File: config.mk
export PLATFORM = sky130hd
export DESIGN_NAME = ot_wrr_mux_buf
export DESIGN_NICKNAME = d
export VERILOG_FILES = /design/src/rtl/ot_wrr_mux_buf.sv
export SDC_FILE = /design/constraint.sdc
export NUM_CORES = 2
export LEC_CHECK = 0
export ABC_AREA = 1
export ABC_CLOCK_PERIOD_IN_PS = 116000
export CAP_MARGIN = 25
export CORE_ASPECT_RATIO = 0.7
export CORE_UTILIZATION = 31
export DETAILED_ROUTE_END_ITERATION = 7
export GPL_ROUTABILITY_DRIVEN = 1
export PLACE_DENSITY = 0.49
export SYNTH_ARGS = -nofsm -noshare
export SYNTH_HDL_FRONTEND = slang
export SYNTH_SLANG_ARGS = --single-unit
File: constraint.sdc
create_clock -name clk -period 116 [get_ports clk]
set_clock_uncertainty 0.1 [all_clocks]
set_input_delay 11.6 -clock clk [delete_from_list [all_inputs] [get_ports clk]]
set_output_delay 11.6 -clock clk [all_outputs]
set_load 0.01 [all_outputs]
File: src/rtl/ot_wrr_mux_buf.sv
// N-input packet-aware weighted round-robin mux with per-input FIFOs and a 2-entry skid output.
// Define OT_WRR_MUX_STATS_EN to add the stat_pkt per-input forwarded-packet counters.
module ot_wrr_mux_buf #(
    parameter int IN_CNT     = 4,
    parameter int DATA_WIDTH = 128,
    parameter int BUF_DEPTH  = 4,
    parameter int WGT_WIDTH  = 4,
    parameter int CNT_WIDTH  = 32
) (
    input  logic                         clk,
    input  logic                         rst,
    input  logic [IN_CNT*WGT_WIDTH-1:0]  cfg_weight,
    input  logic [IN_CNT-1:0]            in_vld,
    output logic [IN_CNT-1:0]            in_rdy,
    input  logic [IN_CNT-1:0]            in_last,
    input  logic [IN_CNT*DATA_WIDTH-1:0] in_data,
    output logic                         out_vld,
    input  logic                         out_rdy,
    output logic                         out_last,
    output logic [$clog2(IN_CNT)-1:0]    out_src,
    output logic [DATA_WIDTH-1:0]        out_data
`ifdef OT_WRR_MUX_STATS_EN
    ,
    output logic [IN_CNT*CNT_WIDTH-1:0]  stat_pkt
`endif
);

    localparam int SW = $clog2(IN_CNT);
    localparam int AW = $clog2(BUF_DEPTH);
    localparam int EW = DATA_WIDTH + 1;

    typedef logic [AW:0] ptr_t;

    logic [EW-1:0]        mem_q [IN_CNT][BUF_DEPTH];
    logic [EW-1:0]        mem_d [IN_CNT][BUF_DEPTH];
    ptr_t                 wp_q [IN_CNT];
    ptr_t                 wp_d [IN_CNT];
    ptr_t                 rp_q [IN_CNT];
    ptr_t                 rp_d [IN_CNT];
    logic [IN_CNT-1:0]    rdy_q, rdy_d, empty, push;
    logic [SW-1:0]        ptr_q, ptr_d, sel, own;
    logic [WGT_WIDTH-1:0] credit_q, credit_d, wsel;
    logic                 lock_q, lock_d, found, rearb, pop;
    logic [EW-1:0]        beat;
    logic                 out_vld_q, out_vld_d, out_last_q, out_last_d;
    logic [SW-1:0]        out_src_q, out_src_d, skid_src_q, skid_src_d;
    logic [DATA_WIDTH-1:0] out_data_q, out_data_d;
    logic                 skid_vld_q, skid_vld_d;
    logic [EW-1:0]        skid_q, skid_d;

    always_comb begin
        for (int i = 0; i < IN_CNT; i++) begin
            empty[i] = (wp_q[i] == rp_q[i]);
        end
    end

    // Search order starts after the owner and visits the owner last.
    always_comb begin
        int            j;
        logic [SW-1:0] jj;
        found = 1'b0;
        sel   = ptr_q;
        j     = 0;
        jj    = '0;
        for (int k = 1; k <= IN_CNT; k++) begin
            j = int'(ptr_q) + k;
            if (j >= IN_CNT) j = j - IN_CNT;
            jj = SW'(j);
            if (!found && !empty[jj]) begin
                found = 1'b1;
                sel   = jj;
            end
        end
        wsel = cfg_weight[sel*WGT_WIDTH +: WGT_WIDTH];
    end

    always_comb begin
        ptr_d    = ptr_q;
        credit_d = credit_q;
        lock_d   = lock_q;
        rearb    = !lock_q && (credit_q == '0 || empty[ptr_q]);
        if (rearb && found) begin
            ptr_d    = sel;
            credit_d = (wsel == '0) ? WGT_WIDTH'(1) : wsel;
        end
        own  = ptr_d;
        beat = mem_q[own][rp_q[own][AW-1:0]];
        pop  = !empty[own] && !skid_vld_q;
        if (pop) begin
            lock_d = !beat[EW-1];
            if (beat[EW-1]) credit_d = credit_d - 1'b1;
        end
    end

    always_comb begin
        mem_d = mem_q;
        for (int i = 0; i < IN_CNT; i++) begin
            push[i] = in_vld[i] & rdy_q[i];
            wp_d[i] = wp_q[i] + {{AW{1'b0}}, push[i]};
            rp_d[i] = rp_q[i] + {{AW{1'b0}}, (pop && own == SW'(i))};
            rdy_d[i] = ((wp_d[i] - rp_d[i]) != ptr_t'(BUF_DEPTH));
            if (push[i]) begin
                mem_d[i][wp_q[i][AW-1:0]] =
                    {in_last[i], in_data[i*DATA_WIDTH +: DATA_WIDTH]};
            end
        end
    end

    // A popped beat lands in the main register when it frees up, else in the skid.
    always_comb begin
        out_vld_d  = out_vld_q;
        out_last_d = out_last_q;
        out_src_d  = out_src_q;
        out_data_d = out_data_q;
        skid_vld_d = skid_vld_q;
        skid_d     = skid_q;
        skid_src_d = skid_src_q;
        if (!out_vld_q || out_rdy) begin
            if (skid_vld_q) begin
                out_vld_d              = 1'b1;
                {out_last_d, out_data_d} = skid_q;
                out_src_d              = skid_src_q;
                skid_vld_d             = 1'b0;
            end else if (pop) begin
                out_vld_d              = 1'b1;
                {out_last_d, out_data_d} = beat;
                out_src_d              = own;
            end else begin
                out_vld_d = 1'b0;
            end
        end else if (pop) begin
            skid_vld_d = 1'b1;
            skid_d     = beat;
            skid_src_d = own;
        end
    end

    always_ff @(posedge clk or posedge rst) begin
        if (rst) begin
            for (int i = 0; i < IN_CNT; i++) begin
                wp_q[i] <= '0;
                rp_q[i] <= '0;
                for (int d = 0; d < BUF_DEPTH; d++) mem_q[i][d] <= '0;
            end
            rdy_q      <= '0;
            ptr_q      <= '0;
            credit_q   <= '0;
            lock_q     <= 1'b0;
            out_vld_q  <= 1'b0;
            out_last_q <= 1'b0;
            out_src_q  <= '0;
            out_data_q <= '0;
            skid_vld_q <= 1'b0;
            skid_q     <= '0;
            skid_src_q <= '0;
        end else begin
            wp_q       <= wp_d;
            rp_q       <= rp_d;
            mem_q      <= mem_d;
            rdy_q      <= rdy_d;
            ptr_q      <= ptr_d;
            credit_q   <= credit_d;
            lock_q     <= lock_d;
            out_vld_q  <= out_vld_d;
            out_last_q <= out_last_d;
            out_src_q  <= out_src_d;
            out_data_q <= out_data_d;
            skid_vld_q <= skid_vld_d;
            skid_q     <= skid_d;
            skid_src_q <= skid_src_d;
        end
    end

    assign in_rdy   = rdy_q;
    assign out_vld  = out_vld_q;
    assign out_last = out_last_q;
    assign out_src  = out_src_q;
    assign out_data = out_data_q;

`ifdef OT_WRR_MUX_STATS_EN
    logic [CNT_WIDTH-1:0] stat_q [IN_CNT];
    logic [CNT_WIDTH-1:0] stat_d [IN_CNT];

    always_comb begin
        for (int i = 0; i < IN_CNT; i++) begin
            stat_d[i] = stat_q[i];
            if (out_vld_q && out_rdy && out_last_q &&
                out_src_q == SW'(i) && stat_q[i] != '1) begin
                stat_d[i] = stat_q[i] + 1'b1;
            end
            stat_pkt[i*CNT_WIDTH +: CNT_WIDTH] = stat_q[i];
        end
    end

    always_ff @(posedge clk or posedge rst) begin
        if (rst) begin
            for (int i = 0; i < IN_CNT; i++) stat_q[i] <= '0;
        end else begin
            stat_q <= stat_d;
        end
    end
`else
    logic [CNT_WIDTH-1:0] unused_cnt_w;
    assign unused_cnt_w = '0;
`endif

endmodule
Yosys cells after proc, flatten, opt, wreduce, memory -nomap -nowiden
Index checks and enable logic that the tools add are counted.
W data, S select, Z words.
- output and inout bits: 136
- register bits: 2363
- word-level logic and storage cells: 192
- input bits: 539
- magnitude comparators: 20
- eq/ne operators: 11
- add/sub/neg operators: 21
- bitwise logic cells: 11
- muxes and demuxes: 60
- reduce and logical (&&, ||, !) cells: 33
- shift-type cells: 1
- operators by type and width (kind ; count):
    $bwmux W516 ; 4
    $bmux W516 S2 ; 1
    $demux W129 S2 ; 4
    $mux W516 ; 2
    $mux W129 ; 6
    $bmux W129 S2 ; 1
    $mux W128 ; 2
    $ge A3 B3 Y1 const B ; 9
    $mux W2 ; 13
    $add A3 B1 Y3 ; 8
    $lt A2 B3 Y1 const B ; 6
    $not A2 Y3 ; 6
    $mux W1 ; 16
    $mux W4 ; 4
    $shiftx A16 B5 Y4 ; 1
    $logic_and A1 B1 Y1 ; 14
    $bmux W1 S2 ; 6
    $eq A3 B3 Y1 ; 4
    $lt A3 B1 Y1 const B ; 4
    $ne A3 B3 Y1 const B ; 4
    $sub A3 B3 Y3 ; 4
    $logic_not A1 Y1 ; 10
    $logic_not A4 Y1 ; 2
    $sub A2 B1 Y2 const B ; 4
    14 further kinds ; 22

Longest topological paths before layout
- depth in word-level cells: 26
- mapped depth: 29
- depth with buffers taken out: 28

Worst setup path after synthesis
OpenSTA, ideal clock, no wires.
- path kind: in2reg
- start: input in_vld[0]
- end: register rdy_q[0] (netlist: in_rdy[0])
- buffers on the path: 0
- cell stages on the path: 9
- required time: 115.772 ns
- library setup time: 0.128 ns
- arrival time: 13.017 ns
- setup slack: 102.755 ns
- cell sequence: nand2_1 -> inv_1 -> ha_1 -> ha_1 -> ha_1 -> a21oi_1 -> xor2_1 -> xor2_1 -> nand3_1
- RTL lines (element ; RTL line ; source):
    start: declaration ; 13 ; input logic [IN_CNT-1:0] in_vld,
    end signal: assignment ; 160 ; rdy_q <= rdy_d;
    end: declaration ; 40 ; logic [IN_CNT-1:0] rdy_q, rdy_d, empty, push;

==> impl_metrics.json <==
{
  "status": "finished with violations",
  "violations": "design-rule violations",
  "fmax_mhz": 59.9,
  "yosysTopAreaCell": "dfrtp_1",
  "fp.dieW_um": 709,
  "grtUsageMet2_pct": 34.9,
  "avgSynthCellArea_um2": 7.87,
  "vdd.ir_drop.worst_v": 0.0000341,
  "grt_use_met3_pct": 4.12,
  "synth_top_cells_by_count": "4758 x nand2_1, 2363 x dfrtp_1, 1924 x o21ai_0, 1464 x nand3_1, 702 x inv_1",
  "power_density_nw_per_um2": 35.5,
  "place_congestion": 0.869,
  "ys_seq_area_share_pct": 54.6,
  "antenna_found_initial": 56,
  "critPathArrivalTime_ps": 17510,
  "path_max_fanout": 161,
  "ys.warnings.count": 0,
  "cts_resized": 0,
  "post-route-period-util_pct": 14.4,
  "coreArea_um2": 348000,
  "fillers": 36700,
  "avgRoutedWirePerCell_um": 22.5,
  "rsz0062_at_grt": "no",
  "cp.required_ps": 116800,
  "crit_type": "primary input to async pin",
  "synth_edf_count": 0,
  "setup_viol_count_final": 0,
  "cp-startpoint": "rst",
  "pre_cts_ws_ps": 98260,
  "ys_ff_latch": 2363,
  "post_cts_buffers": 0,
  "io_buffer_count": 674,
  "netlist_instances": 13800,
  "p_leak_nw": 59.8,
  "clkSlewWorstSetupHoldPaths_ps": 60,
  "synth_area_leaders": "dfrtp_1 55%, nand2_1 16%, o21ai_0 8.9%",
  "dp_hpwl_um": 257000,
  "crit_path_start_kind": "primary input",
  "crit_path_top_delay_cell": "buf_4",
  "die_h_um": 497,
  "grt_pass1_vias": 88500,
  "layout_min_cycle_time_ps": 16710,
  "critPathMaxStageDelay_ps": 760,
  "tns_ps": 0,
  "synth-async-reset-ratio_pct": 100,
  "fin_nets": 14400,
  "grt_usage_pct": 23.6,
  "hold_viol_final": 0,
  "clock_latency_ps": 920,
  "cts_buffers": 249,
  "routed_via_density": 4.98,
  "postCtsHoldBufs": 0,
  "worstReg2RegStart": "wp_q[9]",
  "cts_root_buffer": "clkbuf_16",
  "h-tree-depth": 4,
  "area_growth_pct": 17.0,
  "hold_path.class": "flop to flop",
  "clock_sinks": 2363,
  "cp-end-kind": "async pin",
  "gr-max-usage-layer": "met1",
  "yosysMostFrequentCell": "nand2_1",
  "initial_core_util_pct": 31.2,
  "drc": 66,
  "layout-drive-gt1-share_pct": 4.28,
  "synth_area_um2": 108000,
  "globalRoute.totalOverflow": 0,
  "grt_pass1_wl_um": 625000,
  "io-pin-count": 675,
  "grt_max_degree": 187,
  "worst_slack_ps": 99290,
  "dieArea_um2": 352000,
  "yosys.area.top_type_share_pct": 54.6,
  "synth_cell_types": 29,
  "cts_tree": "done",
  "worst_pin_slew_ps": 1140,
  "syn_nets": 14300,
  "antenna_left": 0,
  "core.rowCount": 181,
  "maxCapViolations": 0,
  "max_slew_margin_pct": 23.8,
  "vias": 93400,
  "slew_violations": 0,
  "drt-initial-drc-count": 9004,
  "critical_path.most_common_cell": "buf_4",
  "synth_ff_type": "dfrtp_1",
  "grtUsageMet1_pct": 35.9,
  "routed_wirelength_um": 422000,
  "clk_path_buf_depth": 4,
  "crit_chain": "clkdlybuf4s50_1, inv_8, buf_4, buf_4, buf_12, buf_12, buf_4, buf_4",
  "first_pass_iters": 8,
  "min-delay-start": "out_data[117]"
}
-- cells by family after synthesis --
group	synth area share (%)
AND/OR/NAND/NOR	25.7
AO/OA/AOI/OAI	12.6
flip-flops	54.6
buffers and inverters	6.60
adder cells (fa/ha/maj)	0.289
XOR/XNOR	0.177
-- report_power, final --
| group | leakage [nW] | switching (W) | internal (W) |
|---|---|---|---|
| Sequential | 29.0 | 0.000208 | 0.00122 |
| Combinational | 26.7 | 0.00162 | 0.000627 |
| Clock | 4.14 | 0.000359 | 0.000482 |
| Total | 59.8 | 0.00218 | 0.00232 |
-- stage by stage --
step / total power (W) / utilization (%) / hold slack, ps / instances / instance area (µm²)
after detailed placement: 0.00367 / 34.0 / 360 / 18300 / 118000
final: 0.00451 / 36.5 / 378 / 18700 / 127000
after global routing: 0.00487 / 36.5 / 398 / 18700 / 127000
after global placement: 0.00365 / 34.0 / 365 / 18300 / 118000
after CTS: 0.00452 / 36.4 / 383 / 18700 / 127000
after floorplan: 0.00289 / - / 350 / 13800 / 108000
-- registers in the layout, summed over array words and instances, names as in the netlist, 2 cells and up --
register and cells:
out_data 128, in_rdy 4, out_src 2, mem_q 2064, skid_src_q 2, ptr_q 2
credit_q 4, skid_q 129, rp_q 12, wp_q 12
-- worst paths after layout --
path / slack, ps / to / cells past startpoint
worst max register to register: 108150 / out_data[42] / 24
max in group clk: 101290 / mem_q[713] / 8
worst min register to register: 380 / out_data[117] / 2
min in group asynchronous: 11110 / out_data[117] / 2
worst min-delay path: 380 / out_data[117] / 2
worst max-delay path: 99290 / mem_q[1614] / 8
-- routing by layer --
| layer | vias to the layer above | wire length [µm] |
|---|---|---|
| met4 | 34 | 8190 |
| met5 | - | 390 |
| met2 | 2811 | 179000 |
| met3 | 458 | 27200 |
| li1 | 44500 | - |
| met1 | 45600 | 207000 |
-- layout make-up --
| class | count | area (µm²) | share of cell area (%) |
|---|---|---|---|
| Sequential cell | 2363 | 59100 | 46.6 |
| Multi-Input combinational cell | 9688 | 42300 | 33.4 |
| Timing Repair Buffer | 837 | 8340 | 6.57 |
| Clock buffer | 373 | 7330 | 5.78 |
| Tap cell | 4666 | 5840 | 4.60 |
| Inverter | 712 | 2720 | 2.15 |
| Clock inverter | 83 | 1080 | 0.850 |
| Antenna cell | 23 | 57.6 | 0.0454 |
-- cell usage in the layout (no fill, tap or decap), types with 3 or more instances in the layout --
master,count
o21ai_1,151
clkinv_16,4
nand2_8,5
nand3_4,10
bufinv_16,21
a21oi_1,653
dfrtp_1,2363
clkbuf_1,63
nand2_4,5
buf_12,18
clkinv_2,46
o21a_1,4
inv_8,4
clkbuf_16,251
clkinv_4,3
xnor2_1,10
clkbuf_8,59
nor2_1,656
ha_1,25
nand2_1,4755
o21ai_0,1924
xor2_1,10
nand4_1,10
nand2_2,5
clkdlybuf4s50_1,674
nor3_2,3
diode_2,23
clkinvlp_4,7
inv_2,5
buf_4,138
nand3_1,1454
inv_1,701
buf_16,7
-- worst max-delay path: cells and delay by family --
kind	cells	cell delay, ps
buf+inv	8	5280
Power figures use the tool's default switching activity.
